==> src/rtl/fifo_pkg.sv <==
// Shared definitions for the threshold FIFO: parameter legality check and
// the packed error-flag record.
package fifo_pkg;

    function automatic bit params_legal(input int depth, input int afull_thr, input int aempty_thr);
        bit pow2_ok;
        bit afull_ok;
        bit aempty_ok;
        pow2_ok   = (depth >= 32'sd2) && ((depth & (depth - 32'sd1)) == 32'sd0);
        afull_ok  = (afull_thr >= 32'sd1) && (afull_thr <= depth);
        aempty_ok = (aempty_thr >= 32'sd0) && (aempty_thr <= depth - 32'sd1);
        return pow2_ok && afull_ok && aempty_ok;
    endfunction

    typedef struct packed {
        logic ovf;
        logic unf;
    } err_flags_t;

endpackage

==> src/rtl/fifo_mem_sdp.sv <==
// Simple dual-port storage: registered write port, combinational read port.
// Contents are deliberately not reset.
module fifo_mem_sdp #(
    parameter int DATA_WIDTH = 8,
    parameter int FIFO_DEPTH = 16,
    parameter int LOG2_DEPTH = $clog2(FIFO_DEPTH)
) (
    input  logic                  clk,
    input  logic                  we,
    input  logic [LOG2_DEPTH-1:0] waddr,
    input  logic [DATA_WIDTH-1:0] wdata,
    input  logic [LOG2_DEPTH-1:0] raddr,
    output logic [DATA_WIDTH-1:0] rdata
);

    logic [DATA_WIDTH-1:0] mem_r [FIFO_DEPTH];

    // Write port
    always_ff @(posedge clk) begin
        if (we) begin
            mem_r[waddr] <= wdata;
        end else begin
            mem_r[waddr] <= mem_r[waddr];
        end
    end

    assign rdata = mem_r[raddr];

endmodule

==> src/rtl/sync_fifo_thr.sv <==
// Single-clock FWFT FIFO with programmable almost-full/empty thresholds,
// fill level, synchronous flush and sticky overflow/underflow flags.
module sync_fifo_thr
    import fifo_pkg::*;
#(
    parameter int DATA_WIDTH = 8,
    parameter int FIFO_DEPTH = 16,
    parameter int LOG2_DEPTH = $clog2(FIFO_DEPTH),
    parameter int AFULL_THR  = FIFO_DEPTH - 2,
    parameter int AEMPTY_THR = 1
) (
    input  logic                  CLKip,
    input  logic                  RSTni,
    input  logic                  FLUSHi,
    input  logic                  WEi,
    input  logic [DATA_WIDTH-1:0] DATAi,
    input  logic                  RDi,
    input  logic                  ERR_CLRi,
    output logic [DATA_WIDTH-1:0] DATAo,
    output logic                  FULLo,
    output logic                  EMPTYo,
    output logic                  AFULLo,
    output logic                  AEMPTYo,
    output logic [LOG2_DEPTH:0]   LEVELo,
    output logic                  OVFo,
    output logic                  UNFo
);

    typedef logic [LOG2_DEPTH:0]   level_t;
    typedef logic [LOG2_DEPTH-1:0] ptr_t;

    localparam level_t DEPTH_L   = level_t'(FIFO_DEPTH);
    localparam level_t AFULL_L   = level_t'(AFULL_THR);
    localparam level_t AEMPTY_L  = level_t'(AEMPTY_THR);
    localparam level_t LEVEL_ONE = level_t'(1'b1);
    localparam ptr_t   PTR_ONE   = ptr_t'(1'b1);

    if (!params_legal(FIFO_DEPTH, AFULL_THR, AEMPTY_THR)) begin : g_bad_params
        $error("sync_fifo_thr: illegal FIFO_DEPTH/AFULL_THR/AEMPTY_THR");
    end

    ptr_t       wr_ptr_r;
    ptr_t       rd_ptr_r;
    level_t     level_r;
    err_flags_t err_r;

    logic full_s;
    logic empty_s;
    logic wr_acc_s;
    logic rd_acc_s;
    logic ovf_set_s;
    logic unf_set_s;
    logic mem_we_s;

    assign full_s  = (level_r == DEPTH_L);
    assign empty_s = (level_r == level_t'(1'b0));

    // Flush blocks all traffic and error detection in its cycle
    assign wr_acc_s  = WEi & (~full_s | RDi) & ~FLUSHi;
    assign rd_acc_s  = RDi & ~empty_s & ~FLUSHi;
    assign ovf_set_s = WEi & full_s & ~RDi & ~FLUSHi;
    assign unf_set_s = RDi & empty_s & ~FLUSHi;
    assign mem_we_s  = wr_acc_s & RSTni;

    // Pointer, level and sticky error state
    always_ff @(posedge CLKip) begin
        if (!RSTni) begin
            wr_ptr_r <= ptr_t'(1'b0);
            rd_ptr_r <= ptr_t'(1'b0);
            level_r  <= level_t'(1'b0);
            err_r    <= '{ovf: 1'b0, unf: 1'b0};
        end else if (FLUSHi) begin
            wr_ptr_r <= ptr_t'(1'b0);
            rd_ptr_r <= ptr_t'(1'b0);
            level_r  <= level_t'(1'b0);
            err_r.ovf <= err_r.ovf & ~ERR_CLRi;
            err_r.unf <= err_r.unf & ~ERR_CLRi;
        end else begin
            if (wr_acc_s) begin
                wr_ptr_r <= wr_ptr_r + PTR_ONE;
            end else begin
                wr_ptr_r <= wr_ptr_r;
            end
            if (rd_acc_s) begin
                rd_ptr_r <= rd_ptr_r + PTR_ONE;
            end else begin
                rd_ptr_r <= rd_ptr_r;
            end
            case ({wr_acc_s, rd_acc_s})
                2'b10:   level_r <= level_r + LEVEL_ONE;
                2'b01:   level_r <= level_r - LEVEL_ONE;
                default: level_r <= level_r;
            endcase
            // A new error event outranks a simultaneous clear
            err_r.ovf <= ovf_set_s | (err_r.ovf & ~ERR_CLRi);
            err_r.unf <= unf_set_s | (err_r.unf & ~ERR_CLRi);
        end
    end

    fifo_mem_sdp #(
        .DATA_WIDTH (DATA_WIDTH),
        .FIFO_DEPTH (FIFO_DEPTH),
        .LOG2_DEPTH (LOG2_DEPTH)
    ) u_mem (
        .clk   (CLKip),
        .we    (mem_we_s),
        .waddr (wr_ptr_r),
        .wdata (DATAi),
        .raddr (rd_ptr_r),
        .rdata (DATAo)
    );

    assign FULLo   = full_s;
    assign EMPTYo  = empty_s;
    assign AFULLo  = (level_r >= AFULL_L);
    assign AEMPTYo = (level_r <= AEMPTY_L);
    assign LEVELo  = level_r;
    assign OVFo    = err_r.ovf;
    assign UNFo    = err_r.unf;

endmodule

==> config.mk <==
export PLATFORM = sky130hd
export DESIGN_NAME = sync_fifo_thr
export DESIGN_NICKNAME = d
export VERILOG_FILES = /design/src/rtl/fifo_pkg.sv /design/src/rtl/fifo_mem_sdp.sv /design/src/rtl/sync_fifo_thr.sv
export SDC_FILE = /design/constraint.sdc
export NUM_CORES = 1
export LEC_CHECK = 0
export CAP_MARGIN = 20
export CELL_PAD_IN_SITES_DETAIL_PLACEMENT = 0
export CELL_PAD_IN_SITES_GLOBAL_PLACEMENT = 1
export CORE_ASPECT_RATIO = 1.2
export CORE_MARGIN = 8
export CORE_UTILIZATION = 30
export DETAILED_ROUTE_END_ITERATION = 16
export PLACE_DENSITY_LB_ADDON = 0.15
export RECOVER_POWER = 50
export SLEW_MARGIN = 25
export SYNTH_ARGS = -nofsm -noshare
export SYNTH_HDL_FRONTEND = slang
export SYNTH_HIERARCHICAL = 1
export SYNTH_SLANG_ARGS = --single-unit
==> constraint.sdc <==
create_clock -name CLKip -period 3.72 [get_ports CLKip]
set_input_delay 0.558 -clock CLKip [delete_from_list [all_inputs] [get_ports CLKip]]
set_output_delay 0.558 -clock CLKip [all_outputs]
set_load 0.01 [all_outputs]
* Yosys cells after proc, flatten, opt, wreduce, memory -nomap -nowiden *
Memories as Yosys holds them, arrays and structs flattened. A register that Yosys moved wholly into a read port is not among the register bits.
Cells that the tools add are included.

storage, ports and cells
  flip-flop bits (word level) = 15
  latch bits = 0
  memory bits (writable) = 128
  bits in read-only memories = 0
  output and inout port bits = 19
  word-level logic and storage cells = 50
  memories kept = 1

cells by class
  add/sub/neg operators = 4
  multipliers = 0
  divide/modulo/power cells = 0
  order comparisons = 2
  equal/unequal tests = 4
  shift operators = 0
  multiplexer cells = 8
  bitwise gates (word level) = 22
  reduce and logical (&&, ||, !) cells = 4

memories
  name         words  bits a word  read ports  clocked after memory_dff  write ports  RTL line            text
  u_mem.mem_r  16     8            1           1                         1            fifo_mem_sdp.sv:16  logic [DATA_WIDTH-1:0] mem_r [FIFO_DEPTH];

operators with widths
  operator               number
  $and A1 B1 Y1          12
  $pmux W5 S2            1
  $add A4 B1 Y4 const B  2
  $mux W4                2
  $mux W8                1
  $not A1 Y1             6
  $add A5 B1 Y5 const B  1
  $eq A5 B5 Y1 const B   1
  $ge A5 B4 Y1 const B   1
  $le A5 B1 Y1 const B   1
  $logic_not A5 Y1       1
  $sub A5 B1 Y5 const B  1
  $or A1 B1 Y1           4
  $mux W1                3
  $eq A2 B1 Y1 const B   1
  $eq A2 B2 Y1 const B   1
  $mux W2                1
  $reduce_and A2 Y1      1
  $reduce_bool A2 Y1     1
  $reduce_or A2 Y1       1
  $ne A0 B0 Y1           1

* Longest topological paths before layout *
  depth in word-level cells = 9
  gate-level depth with buffers = 10

* Hierarchy *
Netlist, hierarchy kept.

by module, submodules not included
  module         instances  cells an instance  area an instance (um^2)  seq. area each (um^2)
  fifo_mem_sdp   1          221                4987.3                   3843.7
  sync_fifo_thr  1          104                914.6                    300.3

* Worst setup path before layout *
Ideal clock, no wire load.

  kind = reg-to-reg
  from = reg level_r[0] (netlist: LEVELo[0])
  to = mem u_mem.mem_r[0][0], enable pin
  setup time = 0.383 ns
  arrival = 2.775 ns
  required time = 3.337 ns
  slack = 0.562 ns
  cell stages (with the launch flop) = 9
  buffers on the path = 1
  cells stage by stage = dfxtp_1 > inv_1 > ha_1 > and4bb_2 > clkbuf_1 > a21oi_1 > and2_1 > or3b_2 > nor3_1

between the ends
  cells in the longest elaborated chain, start to end = 9
  elaborated cells on any way between the ends = 11
  classes of those cells = eq/ne: 1; mux: 3; bitwise: 6; reduce/logical: 1

ends and longest elaborated chain
  element                                                                    RTL line                                text
  start, declared                                                            sync_fifo_thr.sv:44                     level_t level_r;
  start signal, assigned                                                     sync_fifo_thr.sv:70                     level_r <= level_t'(1'b0);
  start signal, assigned                                                     sync_fifo_thr.sv:75                     level_r <= level_t'(1'b0);
  start signal, assigned                                                     sync_fifo_thr.sv:90                     2'b10: level_r <= level_r + LEVEL_ONE;
  $eq A5 B5 Y1 (*)                                                           sync_fifo_thr.sv:55                     assign full_s = (level_r == DEPTH_L);
  named net FULLo                                                            sync_fifo_thr.sv:20                     output logic FULLo,
  $not A1 Y1 (*)                                                             sync_fifo_thr.sv:59                     assign wr_acc_s = WEi & (~full_s | RDi) & ~FLUSHi;
  $or A1 B1 Y1 (*)                                                           sync_fifo_thr.sv:59
  $and A1 B1 Y1 (*) (2 in series)                                            sync_fifo_thr.sv:59
  $and A1 B1 Y1 (*)                                                          sync_fifo_thr.sv:63                     assign mem_we_s = wr_acc_s & RSTni;
  named net mem_we_s                                                         sync_fifo_thr.sv:53                     logic mem_we_s;
  $mux W1 (on tied branches)                                                 fifo_mem_sdp.sv:20, fifo_mem_sdp.sv:23
  $mux W1 (implied by the code) / $reduce_and A2 Y1 (equally long branches)  --
  $or A1 B1 Y1 (no line) (*)                                                 --
  end, declared                                                              fifo_mem_sdp.sv:16

The timed path passes the listed nets; every way through them passes the cells marked *.

==> flow_summary.rst <==
.. list-table::
   :header-rows: 1

   * - Metric
     - Value
   * - Outcome
     - finished, final reports clean
   * - CTS H-tree lvls
     - 4
   * - Required time of the worst setup path
     - 3160 ps
   * - Ports
     - 33
   * - Power per cell area
     - 520 nW/um^2
   * - HPWL Detailed
     - 8.89 mm
   * - Largest driver fanout on the critical path
     - 27
   * - Setup TNS
     - 0 ps
   * - Startpoint of the lowest-slack hold path
     - UNFo
   * - Static Leakage
     - 2.31 nW
   * - Async set or reset register ratio after synthesis
     - 0%
   * - Fin crit period
     - 3250 ps
   * - Main synth FF type
     - sky130_fd_sc_hd__edfxtp_1
   * - Cell type contributing the most total cell area after synthesis
     - sky130_fd_sc_hd__edfxtp_1
   * - Warnings, synthesis
     - 6
   * - HP Class
     - reg2reg
   * - Fraction of layout cells with a size suffix above 1
     - 17.0%
   * - Library cell with the highest instance count after synthesis
     - sky130_fd_sc_hd__edfxtp_1
   * - DRC errors left
     - 0
   * - Total setup buffers inserted after CTS
     - 0
   * - Clock buffer depth
     - 2
   * - Utilization after layout
     - 37.2%
   * - Hold-fix buffer count after cts
     - 0
   * - Die Span Y
     - 170 um
   * - Sort of element at the start of the critical path
     - flip-flop
   * - Placeable core area
     - 19400 sq um
   * - Reg-to-Reg Start
     - LEVELo[0]
   * - Hold Fails Final Rpt
     - 0
   * - Final WL
     - 13.1 mm
   * - Portion of the clock cycle consumed by the worst path in the final layout
     - 87.4%
   * - Global-route total usage across every layer
     - 11.3%
   * - Setup repair after global routing missed its margin
     - false
   * - Wire length of the first global-routing pass
     - 19.7 mm
   * - Global route total overflow
     - 0
   * - Post-synthesis sequential area ratio
     - 70.2%
   * - Register clock-pin slew on the reported worst setup and hold paths
     - 60 ps
   * - Die area
     - 24400 sq um
   * - Total via count after detailed routing
     - 3086
   * - Fin nets
     - 397
   * - Post-synthesis cell type count
     - 41
   * - Number of sinks handled by clock tree synthesis
     - 143
   * - Endpoint class of the critical path
     - primary output
   * - Depth of the worst register-to-register path
     - 7
   * - CTS Buf Count
     - 17
   * - Critical setup path kind
     - reg2out
   * - Initial Utilization
     - 30.4%
   * - Antenna cell count
     - 0
   * - Number of max-slew violations in the final report
     - 0
   * - Average cell area after synthesis
     - 18.2 sq um
   * - Worst skew pair latency
     - 410 ps
   * - Commonest cells post-synth
     - 128 x sky130_fd_sc_hd__edfxtp_1, 18 x sky130_fd_sc_hd__mux4_2, 16 x sky130_fd_sc_hd__a22oi_1, 16 x sky130_fd_sc_hd__nand2_1, 16 x sky130_fd_sc_hd__nor2_1
   * - Clk_skew
     - 10.0 ps
   * - Synthesized area
     - 5900 sq um
   * - Largest vdd supply drop
     - 0.277 mV
   * - Layout overhead on the synthesized area
     - 22.4%
   * - Top cell type's share of synthesized area
     - 65.1%
   * - Initial antenna violation count
     - 0
   * - Net count of the mapped netlist
     - 347
   * - Finish-stage setup viols
     - 0
   * - Largest net degree at the start of global routing
     - 28
   * - Total of flip-flops plus latches after synthesis
     - 143
   * - Number of enable-type register cells in the synthesized netlist
     - 128
   * - Cells after synthesis
     - 325
   * - I/O Buffers
     - 32
   * - Std-Cell Rows
     - 56
   * - Hold Crit Depth
     - 2
   * - Width of the chip
     - 144 um
   * - Slew at the pin with the worst max-slew slack
     - 872 ps
   * - Highest achievable clock rate
     - 307 MHz
   * - Origin of the worst setup path
     - rd_ptr_r[0]
   * - Arrival time at the worst endpoint
     - 2690 ps
   * - Finished Cell Area
     - 7220 sq um
   * - Placer congestion estimate
     - 0.710
   * - Detailed Route Iter0 Violations
     - 278
   * - Ranking of synthesized cells by area
     - sky130_fd_sc_hd__edfxtp_1 65%, sky130_fd_sc_hd__mux4_2 6.9%, sky130_fd_sc_hd__mux4_1 6.2%
   * - Number of iterations in the first detailed-routing pass
     - 4
   * - Worst slew margin relative to its limit
     - 41.6%
   * - Detail-routed net length per standard cell
     - 20.1 um
   * - Vias in the first global route
     - 3176
   * - Clock tree from TritonCTS
     - done
   * - Clock Tree Root
     - sky130_fd_sc_hd__clkbuf_16
   * - Mean number of vias per cell
     - 4.76
   * - ANT nets after route
     - 0
   * - Cell Area, Placed
     - 6560 sq um
   * - Max-cap violation count
     - 0
## worst max-delay path: stages, from the launching register on
cell	delay, ps
sky130_fd_sc_hd__dfxtp_4	660
sky130_fd_sc_hd__mux4_1	680
sky130_fd_sc_hd__a22oi_1	330
sky130_fd_sc_hd__nand2_1	110
sky130_fd_sc_hd__clkdlybuf4s50_1	500
## kinds of logic (layout without fill, tap and decap cells)
family | after synthesis | count (layout) | share of synthesized area (%)
flops | 143 | 143 | 70.2
fa+ha+maj | 8 | 8 | 1.70
xor+xnor | 2 | 2 | 0.297
buf+inv | 23 | 86 | 2.44
mux | 35 | 35 | 13.6
simple gates | 70 | 70 | 6.59
compound gates | 44 | 44 | 5.15
## placed cells by master, fill, tap and decap left out, drive strengths merged, types with 2 or more instances in the layout
cell	netlist	routed
mux2i	3	3
dfxtp	15	15
mux4	32	32
a22oi	16	16
edfxtp	128	128
clkdlybuf4s50	0	17
buf	9	14
ha	8	8
dlygate4sd3	0	15
inv	7	8
nor2b	4	4
bufinv	0	6
nand3	3	3
clkinv	0	5
nand2b	7	7
nand2	16	16
clkinvlp	0	2
a21oi	10	10
or4	2	2
o31ai	2	2
nand4b	2	2
a211oi	2	2
nor2	16	16
and2	2	2
or3b	2	2
nand3b	3	3
a2111o	4	4
or3	2	2
o21ai	7	7
clkbuf	4	19
xor2	2	2
nor3	4	4
## report_power, final
part | internal (mW) | switching, mW | total (mW) | leakage, nW
Combinational | 0.0415 | 0.0619 | 0.103 | 0.714
Clock | 1.26 | 0.637 | 1.90 | 0.318
Sequential | 1.75 | 0.00647 | 1.76 | 1.27
## timing repair
| action | CTS | global route |
|---|---|---|
| endpoints found under the hold margin | 0 | 0 |
| gates resized for setup | 0 | 1 |
| setup endpoints to repair | 0 | 4 |
## area by class of cell
| type | count | area (sq um) |
|---|---|---|
| clock buffers | 18 | 429 |
| clock inverters | 14 | 239 |
| fillers | 1821 | 12200 |
| inverters | 7 | 26.3 |
| multi-input cells | 159 | 1610 |
| flip-flops and latches | 143 | 4150 |
| well taps | 261 | 327 |
| repair buffers | 47 | 442 |
## registers in the layout (all words and copies together), names as in the netlist
| signal | count |
|---|---|
| LEVELo | 5 |
| OVFo | 1 |
| UNFo | 1 |
| rd_ptr_r | 4 |
| u_mem/mem_r | 128 |
| wr_ptr_r | 4 |
## final timing paths
check	end	slack, ps
hold reg to reg	UNFo	500
hold / removal	UNFo	500
setup reg to reg	u_mem/mem_r[11][5]	670
setup / recovery	DATAo[2]	470
## per-layer routing
layer,share of wire [%],vias up,global-route usage (%)
met5,0,-,0
met4,1.5,0,4.35
met3,4.0,14,3.26
met2,52,57,19.1
met1,43,1586,13.4
li1,-,1429,-
## stage by stage
stage / instances / setup WS, ps / total power [mW] / hold WS, ps
after floorplan: 325 / 562 / 1.84 / 472
after global placement: 617 / 477 / 1.90 / 501
after detailed placement: 617 / 451 / 1.90 / 499
after CTS: 649 / 115 / 3.82 / 514
after global routing: 649 / 295 / 3.87 / 545
final: 649 / 467 / 3.76 / 504
(Power assumes the default switching activity.)
